File: src/rtl/cl_result_arbiter.sv
// Result arbiter: merges per-core PairHMM results into one stream through a
// round-robin arbiter and a small FIFO, and counts forwarded results.
package PairHMMPackage;
  typedef struct packed {
    logic [15:0] id;
    logic [31:0] result;
  } final_result_t;
endpackage

module cl_result_arbiter #(
  parameter int NUM_CORES  = 4,
  parameter int FIFO_DEPTH = 8
) (
  input  logic                                           clock_i,
  input  logic                                           reset_i,
  input  logic                                           reset_arb_i,
  input  logic [NUM_CORES-1:0]                           core_result_valid_i,
  input  PairHMMPackage::final_result_t [NUM_CORES-1:0]  core_result_data_i,
  output logic [NUM_CORES-1:0]                           core_result_ready_o,
  axi_stream_generic_if.master                           axi_m_result_bus,
  output logic [$clog2(FIFO_DEPTH):0]                    fifo_level_o,
  output logic [31:0]                                    results_forwarded_o
);

  localparam int PTR_W = $clog2(FIFO_DEPTH);
  localparam int CNT_W = PTR_W + 1;
  localparam int RR_W  = (NUM_CORES > 1) ? $clog2(NUM_CORES) : 1;

  logic                          soft_reset;
  logic [RR_W-1:0]               rr_ptr;
  logic [RR_W-1:0]               grant_idx;
  logic [NUM_CORES-1:0]          grant;
  logic                          grant_any;
  PairHMMPackage::final_result_t push_data;
  PairHMMPackage::final_result_t fifo_mem [FIFO_DEPTH];
  logic [PTR_W-1:0]              wr_ptr;
  logic [PTR_W-1:0]              rd_ptr;
  logic [CNT_W-1:0]              count;
  logic [31:0]                   forwarded_count;
  logic                          fifo_full;
  logic                          tvalid_int;
  logic                          push;
  logic                          pop;

  assign soft_reset = reset_i | reset_arb_i;
  assign fifo_full  = (count == CNT_W'(FIFO_DEPTH));
  assign tvalid_int = (count != '0);
  assign pop        = tvalid_int & axi_m_result_bus.tready;
  assign push       = grant_any;

  // Round-robin pick: first scan cores at or above rr_ptr, then wrap to the
  // lowest-numbered valid core. A full FIFO or a pending reset blocks all grants,
  // even when a pop frees a slot in the same cycle.
  always_comb begin
    grant     = '0;
    grant_idx = '0;
    grant_any = 1'b0;
    push_data = '0;
    if (!fifo_full && !soft_reset) begin
      for (int k = 0; k < NUM_CORES; k++) begin
        if (!grant_any && core_result_valid_i[k] && (RR_W'(k) >= rr_ptr)) begin
          grant_any = 1'b1;
          grant_idx = RR_W'(k);
          grant[k]  = 1'b1;
          push_data = core_result_data_i[k];
        end
      end
      for (int k = 0; k < NUM_CORES; k++) begin
        if (!grant_any && core_result_valid_i[k]) begin
          grant_any = 1'b1;
          grant_idx = RR_W'(k);
          grant[k]  = 1'b1;
          push_data = core_result_data_i[k];
        end
      end
    end
  end

  assign core_result_ready_o     = grant;
  assign axi_m_result_bus.tvalid = tvalid_int;
  assign axi_m_result_bus.tdata  = fifo_mem[rd_ptr];
  assign fifo_level_o            = count;
  assign results_forwarded_o     = forwarded_count;

  // FIFO storage is left uncleared on reset; the pointers alone define what is live.
  always_ff @(posedge clock_i) begin
    if (push) begin
      fifo_mem[wr_ptr] <= push_data;
    end
  end

  // Pointers, occupancy, round-robin position and forwarded counter.
  always_ff @(posedge clock_i) begin
    if (soft_reset) begin
      wr_ptr          <= '0;
      rd_ptr          <= '0;
      count           <= '0;
      rr_ptr          <= '0;
      forwarded_count <= '0;
    end else begin
      if (push) begin
        wr_ptr <= wr_ptr + 1'b1;
        rr_ptr <= (grant_idx == RR_W'(NUM_CORES - 1)) ? '0 : grant_idx + 1'b1;
      end
      if (pop) begin
        rd_ptr          <= rd_ptr + 1'b1;
        forwarded_count <= forwarded_count + 1'b1;
      end
      case ({push, pop})
        2'b10:   count <= count + 1'b1;
        2'b01:   count <= count - 1'b1;
        default: count <= count;
      endcase
    end
  end

endmodule

File: src/rtl/cl_result_arbiter_if.sv
// Generic AXI-Stream style link: a data word qualified by a valid/ready handshake.
interface axi_stream_generic_if #(
  parameter int DATA_W = 48
) ();
  logic              tvalid;
  logic              tready;
  logic [DATA_W-1:0] tdata;

  modport master (output tvalid, output tdata, input tready);
  modport slave  (input tvalid, input tdata, output tready);
endinterface

File: src/flat_wrapper.sv
// flat-port wrapper written by rule: the top's interface ports become plain ports
module cl_result_arbiter_flat import PairHMMPackage::*;
#(
  parameter int NUM_CORES  = 4,
  parameter int FIFO_DEPTH = 8
)
  (clock_i, reset_i, reset_arb_i, core_result_valid_i, core_result_data_i, core_result_ready_o, fifo_level_o, results_forwarded_o, axi_m_result_bus_tvalid, axi_m_result_bus_tdata, axi_m_result_bus_tready);
  axi_stream_generic_if #(.DATA_W($bits(final_result_t))) axi_m_result_bus_i ();
  input  logic clock_i;
  input  logic reset_i;
  input  logic reset_arb_i;
  input  logic [NUM_CORES-1:0] core_result_valid_i;
  input  PairHMMPackage::final_result_t [NUM_CORES-1:0] core_result_data_i;
  output logic [NUM_CORES-1:0] core_result_ready_o;
  output logic [$clog2(FIFO_DEPTH):0] fifo_level_o;
  output logic [31:0] results_forwarded_o;
  output wire logic [$bits(axi_m_result_bus_i.tvalid)-1:0] axi_m_result_bus_tvalid;
  output wire logic [$bits(axi_m_result_bus_i.tdata)-1:0] axi_m_result_bus_tdata;
  input wire logic [$bits(axi_m_result_bus_i.tready)-1:0] axi_m_result_bus_tready;
  assign axi_m_result_bus_tvalid = axi_m_result_bus_i.tvalid;
  assign axi_m_result_bus_tdata = axi_m_result_bus_i.tdata;
  assign axi_m_result_bus_i.tready = axi_m_result_bus_tready;
  cl_result_arbiter #(.NUM_CORES(NUM_CORES), .FIFO_DEPTH(FIFO_DEPTH)) u_core (.clock_i(clock_i), .reset_i(reset_i), .reset_arb_i(reset_arb_i), .core_result_valid_i(core_result_valid_i), .core_result_data_i(core_result_data_i), .core_result_ready_o(core_result_ready_o), .axi_m_result_bus(axi_m_result_bus_i), .fifo_level_o(fifo_level_o), .results_forwarded_o(results_forwarded_o));
endmodule
File: config.mk
export PLATFORM = sky130hd
export DESIGN_NAME = cl_result_arbiter_flat
export DESIGN_NICKNAME = d
export VERILOG_FILES = /design/src/rtl/cl_result_arbiter.sv /design/src/rtl/cl_result_arbiter_if.sv /design/src/flat_wrapper.sv
export SDC_FILE = /design/constraint.sdc
export NUM_CORES = 1
export LEC_CHECK = 0
export ABC_CLOCK_PERIOD_IN_PS = 6700
export BUFFER_PORTS_ARGS = -buffer_cell sky130_fd_sc_hd__clkbuf_2
export CORE_ASPECT_RATIO = 1.1
export CORE_UTILIZATION = 52
export DETAILED_ROUTE_END_ITERATION = 16
export PLACE_DENSITY = 0.74
export SETUP_SLACK_MARGIN = 0.2
export SYNTH_ARGS = -nofsm -noshare
export SYNTH_HDL_FRONTEND = slang
export SYNTH_SLANG_ARGS = --single-unit
File: constraint.sdc
create_clock -name clock_i -period 6.7 [get_ports clock_i]
set_input_delay 0.335 -clock clock_i [delete_from_list [all_inputs] [get_ports clock_i]]
set_output_delay 0.335 -clock clock_i [all_outputs]
set_load 0.005 [all_outputs]
---- After elaboration in Yosys (flattened, before gate mapping) ----
Memory sizes are Yosys's and may differ from the RTL's. A register that Yosys moved wholly into a read port is not among the register bits.
Cells that the tools add are included.
storage, ports and cells
  register bits ........................... 44
  memory bits (writable) .................. 384
  output and inout port bits .............. 89
  logic and storage cells ................. 92
  memories kept ........................... 1
memory list
  name             words  width  rd ports  clocked after Yosys merged registers in  write ports  RTL line                 source
  u_core.fifo_mem  8      48     1         1                                        1            cl_result_arbiter.sv:35  PairHMMPackage::final_result_t fifo_mem [FIFO_DEPTH];
operators by class
  add/subtract/negate cells ............... 6
  order comparisons ....................... 4
  eq/ne operators ......................... 4
  multiplexer cells ....................... 47
  bitwise logic cells ..................... 2
  reductions and logical operators ........ 23
operator list
  kind                                                                  count
  48-bit two-way mux                                                    9
  32-bit by 1-bit adder with 32-bit output, second input constant       1
  1-bit two-way mux                                                     26
  2-bit two-way mux                                                     8
  1-bit logical AND                                                     12
  1-bit logical NOT                                                     9
  4-bit case mux with 2 select lines                                    1
  3-bit by 1-bit adder with 3-bit output, second input constant         2
  3-bit two-way mux                                                     2
  4-bit by 1-bit adder with 4-bit output, second input constant         1
  2-bit == test, second input constant                                  2
  4-bit == test, second input constant                                  1
  1-bit by 2-bit >= comparator with 1-bit output, first input constant  2
  2-bit >= comparator, first input constant                             2
  4-bit two-way mux                                                     1
  4-bit nonzero test                                                    1
  4-bit by 1-bit subtractor with 4-bit output, second input constant    1
  2-bit by 1-bit adder with 2-bit output, second input constant         1
  2-bit by 1-bit == test with 1-bit output, second input constant       1
  2-bit nonzero test                                                    1
  1-bit bitwise AND                                                     1
  1-bit OR                                                              1

---- Depth between registers and ports, before layout ----
  word-level depth ........................ 37
  depth in mapped cells ................... 13

---- Worst setup path before layout ----
No wires, ideal clock.
  path kind ............................... register to register
  from .................................... register u_core.count[1] (netlist: u_core.fifo_level_o[1])
  to ...................................... memory u_core.fifo_mem[2][0] (netlist name) (enable)
  arrival time ............................ 6.166 ns
  required time ........................... 6.110 ns
  slack ................................... -0.056 ns
  cell stages (with the launch flop) ...... 8
  buffers on the path ..................... 2
  path through ............................ dfxtp_1 -> buf_2 -> nor3_2 -> a21o_1 -> nor2_2 -> inv_2 -> buf_4 -> nor4b_1
on the way
  word-level cells in the longest chain between the ends .. 6
ends and longest elaborated chain
  element                                  RTL line                  source
  start: declaration                       cl_result_arbiter.sv:38   logic [CNT_W-1:0] count;
  start signal: assignment                 cl_result_arbiter.sv:110  2'b10: count <= count + 1'b1;
  start signal: assignment                 cl_result_arbiter.sv:111  2'b01: count <= count - 1'b1;
  start signal: assignment                 cl_result_arbiter.sv:112  default: count <= count;
  4-bit == test                            cl_result_arbiter.sv:46   assign fifo_full = (count == CNT_W'(FIFO_DEPTH));
  1-bit logical NOT                        cl_result_arbiter.sv:59   if (!fifo_full && !soft_reset) begin
  1-bit logical AND                        cl_result_arbiter.sv:59
  1-bit two-way mux                        cl_result_arbiter.sv:59
  1-bit two-way mux                        cl_result_arbiter.sv:87   if (push) begin
  1-bit two-way mux (not written as such)  cl_result_arbiter.sv:88   fifo_mem[wr_ptr] <= push_data;
  end: declaration                         cl_result_arbiter.sv:35
No other way between the ends.

==> impl_metrics.csv <==
group,metric,value,unit
sta,max_freq,296,MHz
clocking,cts_buffers,42,
detailed_routing,drt-total-wl,42800,um
setup_path,arrival,3040,ps
final_layout,layout_commonest_cell,"edfxtp_1",
logic_synthesis,postSynthAreaPerCell,17.5,um2
setup_path,cp-start-kind,"register",
setup_path,endpoint_kind,"output port",
flow_run,maxCapViolCount,0,
floorplan,start_util,0.532,
power_and_ir_drop,p_sw_frac,0.208,
detailed_routing,avgViaCountPerCell,6.09,
final_layout,antennaDiodeCount,0,
logic_synthesis,seq_area_frac_synth,0.661,
sta,slew_violations,0,
floorplan,io_pins,289,
clocking,cts.repair.resized,0,
final_layout,area_growth,16.4,%
power_and_ir_drop,seqPwrFrac,0.541,
placed_design,dpl.cell_count,1786,
placed_design,dp_hpwl,25000,um
power_and_ir_drop,pwr-share-comb,0.057,
floorplan,core_region_area,35500,um2
final_layout,nFillCells,2627,
floorplan,dieArea,37100,um2
global_routing,grt_max_degree,72,
clocking,clockBufferDepth,3,
clocking,cts_tree,"yes",
global_routing,grt_first_pass_wirelength,66100,um
setup_path,path_buf_inv,2,
detailed_routing,num_vias,11300,
logic_synthesis,synth_area,18900,um2
floorplan,fp.dieH,202,um
final_layout,regArea,12500,um2
final_layout,final_cells,1861,
clocking,clkLatencyLatePin,530,ps
power_and_ir_drop,power.share.clock,0.402,
global_routing,track_usage,0.236,
clocking,htree_levels,2,
setup_path,critPathKind,"register to output port",
global_routing,overflow,0,
sta,finalCritPeriodShare,0.504,
power_and_ir_drop,vdd_drop_max,0.000175,V
placed_design,port_buffers,288,
clocking,hold_buffers,0,
detailed_routing,drt_pass1_iterations,5,
final_layout,multi_input_comb_area,5970,um2
floorplan,dieWidth,184,um
setup_path,max_stage_delay,760,ps
final_layout,layout-drive-gt1-share,0.434,
logic_synthesis,ys_ff_latch,431,
setup_path,crit_chain,"buf_4, mux4_2, mux2_2, clkbuf_2",
logic_synthesis,synth.distinct_cells,55,
logic_synthesis,synth_edf_count,384,
final_layout,fin_nets,1555,
clocking,clock_sinks,431,
setup_path,crit_family,"multiplexers",
power_and_ir_drop,p_per_area,248,nW/um2
logic_synthesis,synth_cells,1080,
power_and_ir_drop,leakage,7.32,nW
detailed_routing,drcViolationCount,0,
logic_synthesis,synth_fp_nets,1286,
logic_synthesis,ys_async_sr_fraction,0,
sta,tightest_slew,1150,ps
setup_path,worstPathMaxFanout,42,
setup_path,slowest_stage,"buf_4",
sta,slew_headroom,0.233,
setup_path,required,6360,ps
detailed_routing,wl_per_cell,23.0,um
clocking,cts_root_buf,"clkbuf_16",
floorplan,rows,72,
power_and_ir_drop,switchingPower,1.13,mW
placed_design,place.gp.congestion,0.754,
clocking,cts_setup_buffers,0,
sta,period_needed,3380,ps
detailed_routing,drtAntennaViolNets,0,
global_routing,grt_pass1_vias,11800,
logic_synthesis,synth-main-ff-cell,"edfxtp_1",
logic_synthesis,yosys.area.top_type,"edfxtp_1",
final_layout,layout_common_cells,"384 x edfxtp_1, 288 x clkbuf_2, 96 x mux4_2",
power_and_ir_drop,p_int,4.32,mW
sta,rsz0062_at_grt,"no",
sta,tns,0,ps
detailed_routing,drtIter0Drc,777,
logic_synthesis,synth.area.top_cells,"edfxtp_1 61%, mux4_2 11%, dfxtp_1 5.0%",
logic_synthesis,ys_warn_count,0,
sta,report.final.hold_viol_count,0,
logic_synthesis,synth_top_area_share,0.611,
min_path,min_path_type,"input port to register",
clocking,clk_pin_slew,60,ps
sta,finClkSkew,14.5,ps
global_routing,antenna_found_initial,1,
sta,final-setup-viol-count,0,
run_status,outcome,"complete, no violations",
power by group through the flow:
stage	clock network [mW]	registers (mW)	logic (mW)
2_1_floorplan	0	3.00	0.177
3_3_place_gp	0	3.01	0.301
3_5_place_dp	0	3.01	0.311
4_1_cts	2.23	2.95	0.312
5_1_grt	2.34	2.95	0.339
6_report	2.19	2.95	0.311
layer usage:
| layer | share of wire | track usage | vias up |
|---|---|---|---|
| met3 | 0.072 | 0.0384 | 50 |
| met1 | 0.41 | 0.319 | 5767 |
| met4 | 0.015 | 0.0548 | 0 |
| li1 | - | - | 5038 |
| met2 | 0.51 | 0.400 | 482 |
| met5 | 0 | 0 | - |
area by class of cell:
class | count | share of cell area
Timing Repair Buffer | 310 | 0.0731
Inverter | 11 | 0.00188
Tap cell | 481 | 0.0274
Clock inverter | 22 | 0.00763
Multi-Input combinational cell | 553 | 0.272
Sequential cell | 431 | 0.568
Clock buffer | 53 | 0.0502
worst paths after layout:
check / depth (start not counted) / endpoint / from / slack, ps
max: 4 / axi_m_result_bus_tdata[16] / register / 3320
min: 3 / u_core.fifo_mem[6][39]$_DFFE_PP_ / core_result_data_i[87] / 370
max reg2reg: 6 / u_core.fifo_mem[0][29]$_DFFE_PP_ / u_core.fifo_level_o[1]$_SDFFE_PP0P_ / 3550
min reg2reg: 2 / u_core.results_forwarded_o[7]$_SDFFE_PP0P_ / u_core.results_forwarded_o[7]$_SDFFE_PP0P_ / 520
cells in the mapped netlist, types with 9 or more instances:
master,number
edfxtp_1,384
mux4_2,96
a21oi_1,63
mux2_2,48
a22oi_1,47
dfxtp_1,47
o221ai_1,47
a221oi_2,46
nor2_1,43
clkbuf_1,30
buf_2,29
xnor2_1,24
nand2_1,20
o21ai_0,14
buf_6,13
buf_4,10
nand3_1,10
or3_1,10
inv_1,9
nor3_2,9
tightest hold or removal path, stage by stage:
cell,delay (ps)
clkbuf_2,100
o221ai_1,140
a21oi_1,130
state kept, by name (all words and copies together) (netlist names), named ones only:
register,flops
u_core.fifo_mem,384
u_core.fifo_level_o,4
u_core.rd_ptr,3
u_core.rr_ptr,2
u_core.wr_ptr,3
u_core.results_forwarded_o,32
metrics by stage:
step	hold slack, ps	setup WS, ps	instance area (um2)	total power [mW]	util
after global placement	497	3260	20700	3.31	0.583
after detailed placement	500	3170	20700	3.32	0.583
after CTS	349	3180	22000	5.49	0.619
after global routing	386	3050	22000	5.62	0.619
after floorplan	485	398	18900	3.18	-
final	367	3320	22000	5.45	0.619
kinds of logic after synthesis:
group	share of synthesized area
fa+ha+maj	0.00398
buf+inv	0.0282
mux	0.145
simple gates	0.0453
xor+xnor	0.0144
compound gates	0.102
flops	0.661
No activity file was read; power rests on OpenSTA's default activity.
